$ cat src/rtl/fpu_pkg.sv
// fpu_pkg: shared types and constants for the fpu normalise/round stage.
// Holds FSM state enum, field widths, exponent limits and packed constants.
package fpu_pkg;

  localparam int EXP_W    = 8;
  localparam int FRAC_W   = 23;
  localparam int MANT_W   = FRAC_W + 5;
  localparam int EXP_BIAS = 127;
  localparam int EXP_MAX  = 2 * EXP_BIAS + 1;

  localparam logic [31:0] POS_ZERO = 32'h0000_0000;
  localparam logic [31:0] NEG_ZERO = 32'h8000_0000;
  localparam logic [31:0] POS_INF  = 32'h7F80_0000;
  localparam logic [31:0] NEG_INF  = 32'hFF80_0000;

  typedef enum logic [1:0] {
    IDLE,
    NORM,
    ROUND,
    DONE
  } state_t;

  function automatic logic [31:0] signed_zero(input logic s);
    return s ? NEG_ZERO : POS_ZERO;
  endfunction

  function automatic logic [31:0] signed_inf(input logic s);
    return s ? NEG_INF : POS_INF;
  endfunction

endpackage

$ cat src/rtl/fpu_lzc.sv
// fpu_lzc: combinational leading-zero count of a 27-bit mantissa.
// Ports: a (27-bit value), cnt (zeros above the first set bit, 27 if a==0).
module fpu_lzc (
  input  logic [26:0] a,
  output logic [4:0]  cnt
);

  // Later (higher) set bits overwrite earlier ones, so the MSB wins.
  always_comb begin
    cnt = 5'd27;
    for (int i = 0; i < 27; i++) begin
      if (a[i]) cnt = 5'(26 - i);
    end
  end

endmodule

$ cat src/rtl/fpu_normalize.sv
// fpu_normalize: post-add normalise and round-to-nearest-even stage.
// Ports: clock, reset (async low), input_rdy/input_ack with in_sign,
// in_exp, in_mant; output_rdy/output_ack with packed result.
// Build option FPU_NORM_LZC_EN: single-cycle normalise via fpu_lzc.
module fpu_normalize
  import fpu_pkg::*;
(
  input  logic              clock,
  input  logic              reset,
  input  logic              input_rdy,
  output logic              input_ack,
  input  logic              in_sign,
  input  logic [EXP_W-1:0]  in_exp,
  input  logic [MANT_W-1:0] in_mant,
  output logic              output_rdy,
  input  logic              output_ack,
  output logic [31:0]       result
);

  localparam logic [EXP_W:0] EXP_ONE = (EXP_W+1)'(1);
  localparam logic [EXP_W:0] EXP_TOP = (EXP_W+1)'(EXP_MAX);

  state_t            state_q, state_d;
  logic              sign_q, sign_d;
  logic [EXP_W:0]    exp_q, exp_d;
  logic [MANT_W-1:0] mant_q, mant_d;
  logic [31:0]       result_q, result_d;
  logic              ack_q, ack_d;

  logic [EXP_W:0]    exp_inc;
  logic [MANT_W-1:0] sh_r;

  logic              inc;
  logic [24:0]       top;
  logic [FRAC_W-1:0] rnd_frac;
  logic              rnd_hid;
  logic [EXP_W:0]    rnd_exp;

  assign exp_inc = exp_q + EXP_ONE;
  // Right shift keeps everything shifted out in the sticky bit.
  assign sh_r = {1'b0, mant_q[MANT_W-1:2], mant_q[1] | mant_q[0]};

`ifdef FPU_NORM_LZC_EN
  logic [4:0]     lzc;
  logic [EXP_W:0] exp_m1;
  logic [4:0]     norm_sh;

  fpu_lzc u_lzc (
    .a   (mant_q[MANT_W-2:0]),
    .cnt (lzc)
  );

  // Shift is capped so the exponent never drops below 1.
  always_comb begin
    exp_m1  = (exp_q == '0) ? '0 : exp_q - EXP_ONE;
    norm_sh = lzc;
    if (exp_m1 < {{(EXP_W-4){1'b0}}, lzc}) norm_sh = exp_m1[4:0];
  end
`endif

  // Round on bits 26:3; top[24] is the carry out of the hidden bit.
  always_comb begin
    inc      = mant_q[2] & (mant_q[3] | mant_q[1] | mant_q[0]);
    top      = {1'b0, mant_q[MANT_W-2:3]} + {24'd0, inc};
    rnd_frac = top[22:0];
    rnd_hid  = top[23];
    rnd_exp  = exp_q;
    if (top[24]) begin
      rnd_frac = top[23:1];
      rnd_hid  = 1'b1;
      rnd_exp  = exp_inc;
    end
  end

  always_comb begin
    state_d  = state_q;
    sign_d   = sign_q;
    exp_d    = exp_q;
    mant_d   = mant_q;
    result_d = result_q;
    ack_d    = 1'b0;
    unique case (state_q)
      IDLE: begin
        if (input_rdy) begin
          sign_d  = in_sign;
          exp_d   = (in_exp == '0) ? EXP_ONE
                                   : {1'b0, in_exp};
          mant_d  = in_mant;
          ack_d   = 1'b1;
          state_d = NORM;
        end
      end
      NORM: begin
        if (mant_q == '0) begin
          result_d = signed_zero(sign_q);
          state_d  = DONE;
        end else if (mant_q[MANT_W-1]) begin
          mant_d = sh_r;
          exp_d  = exp_inc;
          if (exp_inc >= EXP_TOP) begin
            result_d = signed_inf(sign_q);
            state_d  = DONE;
          end
`ifdef FPU_NORM_LZC_EN
          else begin
            state_d = ROUND;
          end
        end else begin
          mant_d  = mant_q << norm_sh;
          exp_d   = exp_q - {{(EXP_W-4){1'b0}}, norm_sh};
          state_d = ROUND;
        end
`else
        end else if (!mant_q[MANT_W-2] && exp_q > EXP_ONE) begin
          mant_d = mant_q << 1;
          exp_d  = exp_q - EXP_ONE;
        end else begin
          if (!mant_q[MANT_W-2]) exp_d = EXP_ONE;
          state_d = ROUND;
        end
`endif
      end
      ROUND: begin
        if (rnd_exp >= EXP_TOP) begin
          result_d = signed_inf(sign_q);
        end else begin
          result_d = {sign_q,
                      rnd_hid ? rnd_exp[EXP_W-1:0] : '0,
                      rnd_frac};
        end
        state_d = DONE;
      end
      DONE: begin
        if (output_ack) state_d = IDLE;
      end
    endcase
  end

  always_ff @(posedge clock or negedge reset) begin
    if (!reset) begin
      state_q  <= IDLE;
      sign_q   <= 1'b0;
      exp_q    <= '0;
      mant_q   <= '0;
      result_q <= '0;
      ack_q    <= 1'b0;
    end else begin
      state_q  <= state_d;
      sign_q   <= sign_d;
      exp_q    <= exp_d;
      mant_q   <= mant_d;
      result_q <= result_d;
      ack_q    <= ack_d;
    end
  end

  assign input_ack  = ack_q;
  assign output_rdy = (state_q == DONE);
  assign result     = result_q;

endmodule

$ cat config.mk
export PLATFORM = sky130hd
export DESIGN_NAME = fpu_normalize
export DESIGN_NICKNAME = d
export VERILOG_FILES = /design/src/rtl/fpu_pkg.sv /design/src/rtl/fpu_lzc.sv /design/src/rtl/fpu_normalize.sv
export SDC_FILE = /design/constraint.sdc
export NUM_CORES = 1
export LEC_CHECK = 0
export CORE_MARGIN = 2
export CORE_UTILIZATION = 55
export DETAILED_ROUTE_END_ITERATION = 7
export MAX_ROUTING_LAYER = met4
export PLACE_DENSITY = 0.81
export SLEW_MARGIN = 30
export SYNTH_ARGS = -nofsm -noshare
export SYNTH_HDL_FRONTEND = slang
export SYNTH_SLANG_ARGS = --single-unit
$ cat constraint.sdc
create_clock -name clock -period 4.6 [get_ports clock]
set_clock_uncertainty 0.2 [all_clocks]
set_input_delay 0.69 -clock clock [delete_from_list [all_inputs] [get_ports clock]]
set_output_delay 0.69 -clock clock [all_outputs]
set_load 0.02 [all_outputs]
==> results.py <==
metrics = {
    "cts": {
        "worstSkewPairLatency_ns": 0.36,
        "cts_htree_levels": 3,
        "cts_buffers": 9,
        "cts-resized-gates": 0,
        "clockRootBuffer": "clkbuf_8",
        "post_cts_buffers": 0,
        "numClockSinks": 73,
        "holdBufCountCts": 0,
        "clockBufferDepth": 2,
        "clk_pin_slew_ns": 0.08,
        "tritoncts": "yes",
    },
    "finish": {
        "antenna_cells": 0,
        "syn_to_final_growth_pct": 18.9,
        "drive_above_1_share": 0.0658,
        "multi_input_area_mm2": 0.00282,
        "regArea_mm2": 0.00183,
        "layout_common_cells": "dfrtp_1 (73), clkdlybuf4s50_1 (73), nand2_1 (67)",
        "fill_cells": 731,
        "nets": 668,
    },
    "die": {
        "io_pins": 75,
        "dieArea_mm2": 0.00982,
        "core_area_mm2": 0.00876,
        "die_h_um": 99.1,
        "rows": 34,
        "die_w_um": 99.1,
        "start_util": 0.568,
    },
    "sta": {
        "slew_violations": 0,
        "setup_viol": 0,
        "fin_crit_sh": 0.751,
        "rsz0062_at_grt": "no",
        "fin_setup_tns_ns": 0,
        "max_freq_ghz": 0.289,
        "period_needed_ns": 3.46,
        "hold_viol_final": 0,
        "tightest_slew_ns": 0.805,
        "max_slew_margin": 0.463,
    },
    "global_route": {
        "overflow": 0,
        "grt_max_degree": 70,
        "gr-usage-all-layers": 0.286,
        "antenna_found_initial": 0,
        "grt_pass1_wl_um": 22300,
        "grt_pass1_vias": 4493,
    },
    "yosys": {
        "muxShareOfSynthArea": 0.0621,
        "synthDistinctLibCells": 66,
        "synth_compound_area_frac": 0.229,
        "syn-num-nets": 625,
        "synth-seq-cells": 73,
        "synth-edff-count": 0,
        "synth_xor_area_frac": 0.0581,
        "netlist_instances": 575,
        "synth_ff_type": "dfrtp_1",
        "synthAdderAreaFrac": 0.0226,
        "synth_warnings": 0,
        "synth_top_family_by_area": "compound AO/OA/AOI/OAI gates",
        "synth_simple_gate_area_frac": 0.192,
        "synthArstFlopShare": 1.00,
        "synth_area_per_cell_um2": 8.65,
        "ys_seq_area_frac": 0.367,
        "netlist_area_mm2": 0.00498,
    },
    "routing": {
        "drc": 0,
        "wl_per_cell_um": 18.4,
        "wl_um": 13400,
        "drtPass1Iterations": 5,
        "vias": 4700,
        "ant_nets": 0,
        "via_per_inst": 6.43,
        "drt_iter0_markers": 634,
    },
    "setup_path": {
        "required_ns": 4.68,
        "cp.arrival_ns": 3.53,
        "critPathLaunchType": "flip-flop",
        "endpoint_kind": "flip-flop",
        "cp_max_fo": 20,
        "criticalPathCategory": "reg -> reg",
    },
    "placement": {
        "hpwl_um": 9770,
        "io_buffer_count": 74,
        "place.gp.congestion": 1.05,
    },
    "worst_hold_path": {
        "hold_class": "in -> async",
    },
    "outcome": {
        "status": "completed",
    },
    "power": {
        "peakVddDrop_mv": 0.508,
        "p_leak_nw": 2.29,
        "power_per_cell_area_mw_per_mm2": 757,
        "p_total_mw": 4.48,
    },
    "flow_run": {
        "maxCapViolations": 0,
    },
}
-- metal layers --
layer  routed length (um)  share of wire  global-route usage
met1                 5970           0.44               0.406
met2                 6160           0.46               0.429
met3                 1020          0.076              0.0450
met4                  296          0.022              0.0811
met5                    0              0                   -
-- logic make-up after synthesis --
kind of cell | Yosys count
XOR/XNOR | 33
AO/OA/AOI/OAI | 161
flip-flops | 73
buffers and inverters | 80
AND/OR/NAND/NOR | 189
adder cells (fa/ha/maj) | 9
multiplexers | 30
-- report_power, final --
group / total (mW) / switching [mW] / internal [mW]
combinational: 2.42 / 1.39 / 1.04
sequential: 1.44 / 0.491 / 0.947
clock: 0.616 / 0.254 / 0.361
-- final timing paths --
| path | start | end | slack, ns | depth (start not counted) |
|---|---|---|---|---|
| worst max-delay path | exp_q[1]$_DFFE_PN0P_ | mant_q[11]$_DFFE_PN0P_ | 1.14 | 8 |
| worst min-delay path | reset | mant_q[12]$_DFFE_PN0P_ | 0.09 | 1 |
| worst min register to register | result[9]$_DFFE_PN0P_ | result[9]$_DFFE_PN0P_ | 0.30 | 1 |
| min in group clock | result[9]$_DFFE_PN0P_ | result[9]$_DFFE_PN0P_ | 0.30 | 1 |
| worst max register to register | exp_q[1]$_DFFE_PN0P_ | mant_q[11]$_DFFE_PN0P_ | 1.14 | 8 |
| max in group asynchronous | reset | result[20]$_DFFE_PN0P_ | 3.26 | 2 |
-- area by class of cell --
class                           count  area share
Inverter                           33      0.0209
Tap cell                          108      0.0228
Clock buffer                       11      0.0222
Multi-Input combinational cell    422       0.477
Timing Repair Buffer               79       0.131
Clock inverter                      5      0.0176
Sequential cell                    73       0.309
-- critical path: stages (launching register included) --
cell and delay, ns:
dfrtp_1 0.51, inv_1 0.17, ha_1 0.21, o21bai_1 0.18, a31oi_1 0.55, o221ai_1 0.30, a21oi_4 0.69, buf_4 0.35
mux2i_1 0.21
-- synthesized netlist by cell type (3+ instances only) --
| master | instances | share of area |
|---|---|---|
| ha_1 | 9 | 0.023 |
| nand2_1 | 67 | 0.051 |
| nand4_1 | 13 | 0.016 |
| mux2i_1 | 23 | 0.046 |
| clkbuf_1 | 24 | 0.018 |
| nor4_1 | 16 | 0.020 |
| or3_1 | 5 | 0.0063 |
| xor2_1 | 13 | 0.023 |
| o211ai_1 | 6 | 0.0091 |
| o311ai_0 | 24 | 0.042 |
| inv_1 | 32 | 0.024 |
| mux2_2 | 7 | 0.016 |
| nor3_1 | 13 | 0.013 |
| dfrtp_1 | 73 | 0.37 |
| xnor2_1 | 20 | 0.035 |
| o31ai_1 | 3 | 0.0045 |
| o22ai_1 | 3 | 0.0038 |
| a31oi_1 | 16 | 0.020 |
| nor2b_1 | 3 | 0.0038 |
| a22o_1 | 21 | 0.037 |
| clkbuf_2 | 3 | 0.0030 |
| a21oi_1 | 10 | 0.010 |
| nor2_1 | 24 | 0.018 |
| nand3_1 | 25 | 0.025 |
| o21a_1 | 3 | 0.0045 |
| and3_1 | 4 | 0.0050 |
| buf_2 | 14 | 0.014 |
| nand2b_1 | 4 | 0.0050 |
| o21ai_0 | 49 | 0.049 |
-- through the flow --
| step | setup slack [ns] | util | cells | hold WS (ns) | instance area [um^2] |
|---|---|---|---|---|---|
| after floorplan | 1.55 | - | 575 | 0.194 | 4980 |
| after global placement | 1.34 | 0.648 | 715 | 0.284 | 5680 |
| after detailed placement | 1.24 | 0.648 | 715 | 0.295 | 5680 |
| after CTS | 1.22 | 0.675 | 731 | 0.302 | 5910 |
| after global routing | 0.921 | 0.675 | 731 | 0.139 | 5920 |
| final | 1.14 | 0.675 | 731 | 0.0907 | 5920 |
-- sequential cells by signal (all words and copies together) (netlist names) --
name / cells
exp_q: 9
state_q: 2
result: 32
sign_q: 1
input_ack: 1
mant_q: 28
(Power assumes the default switching activity.)
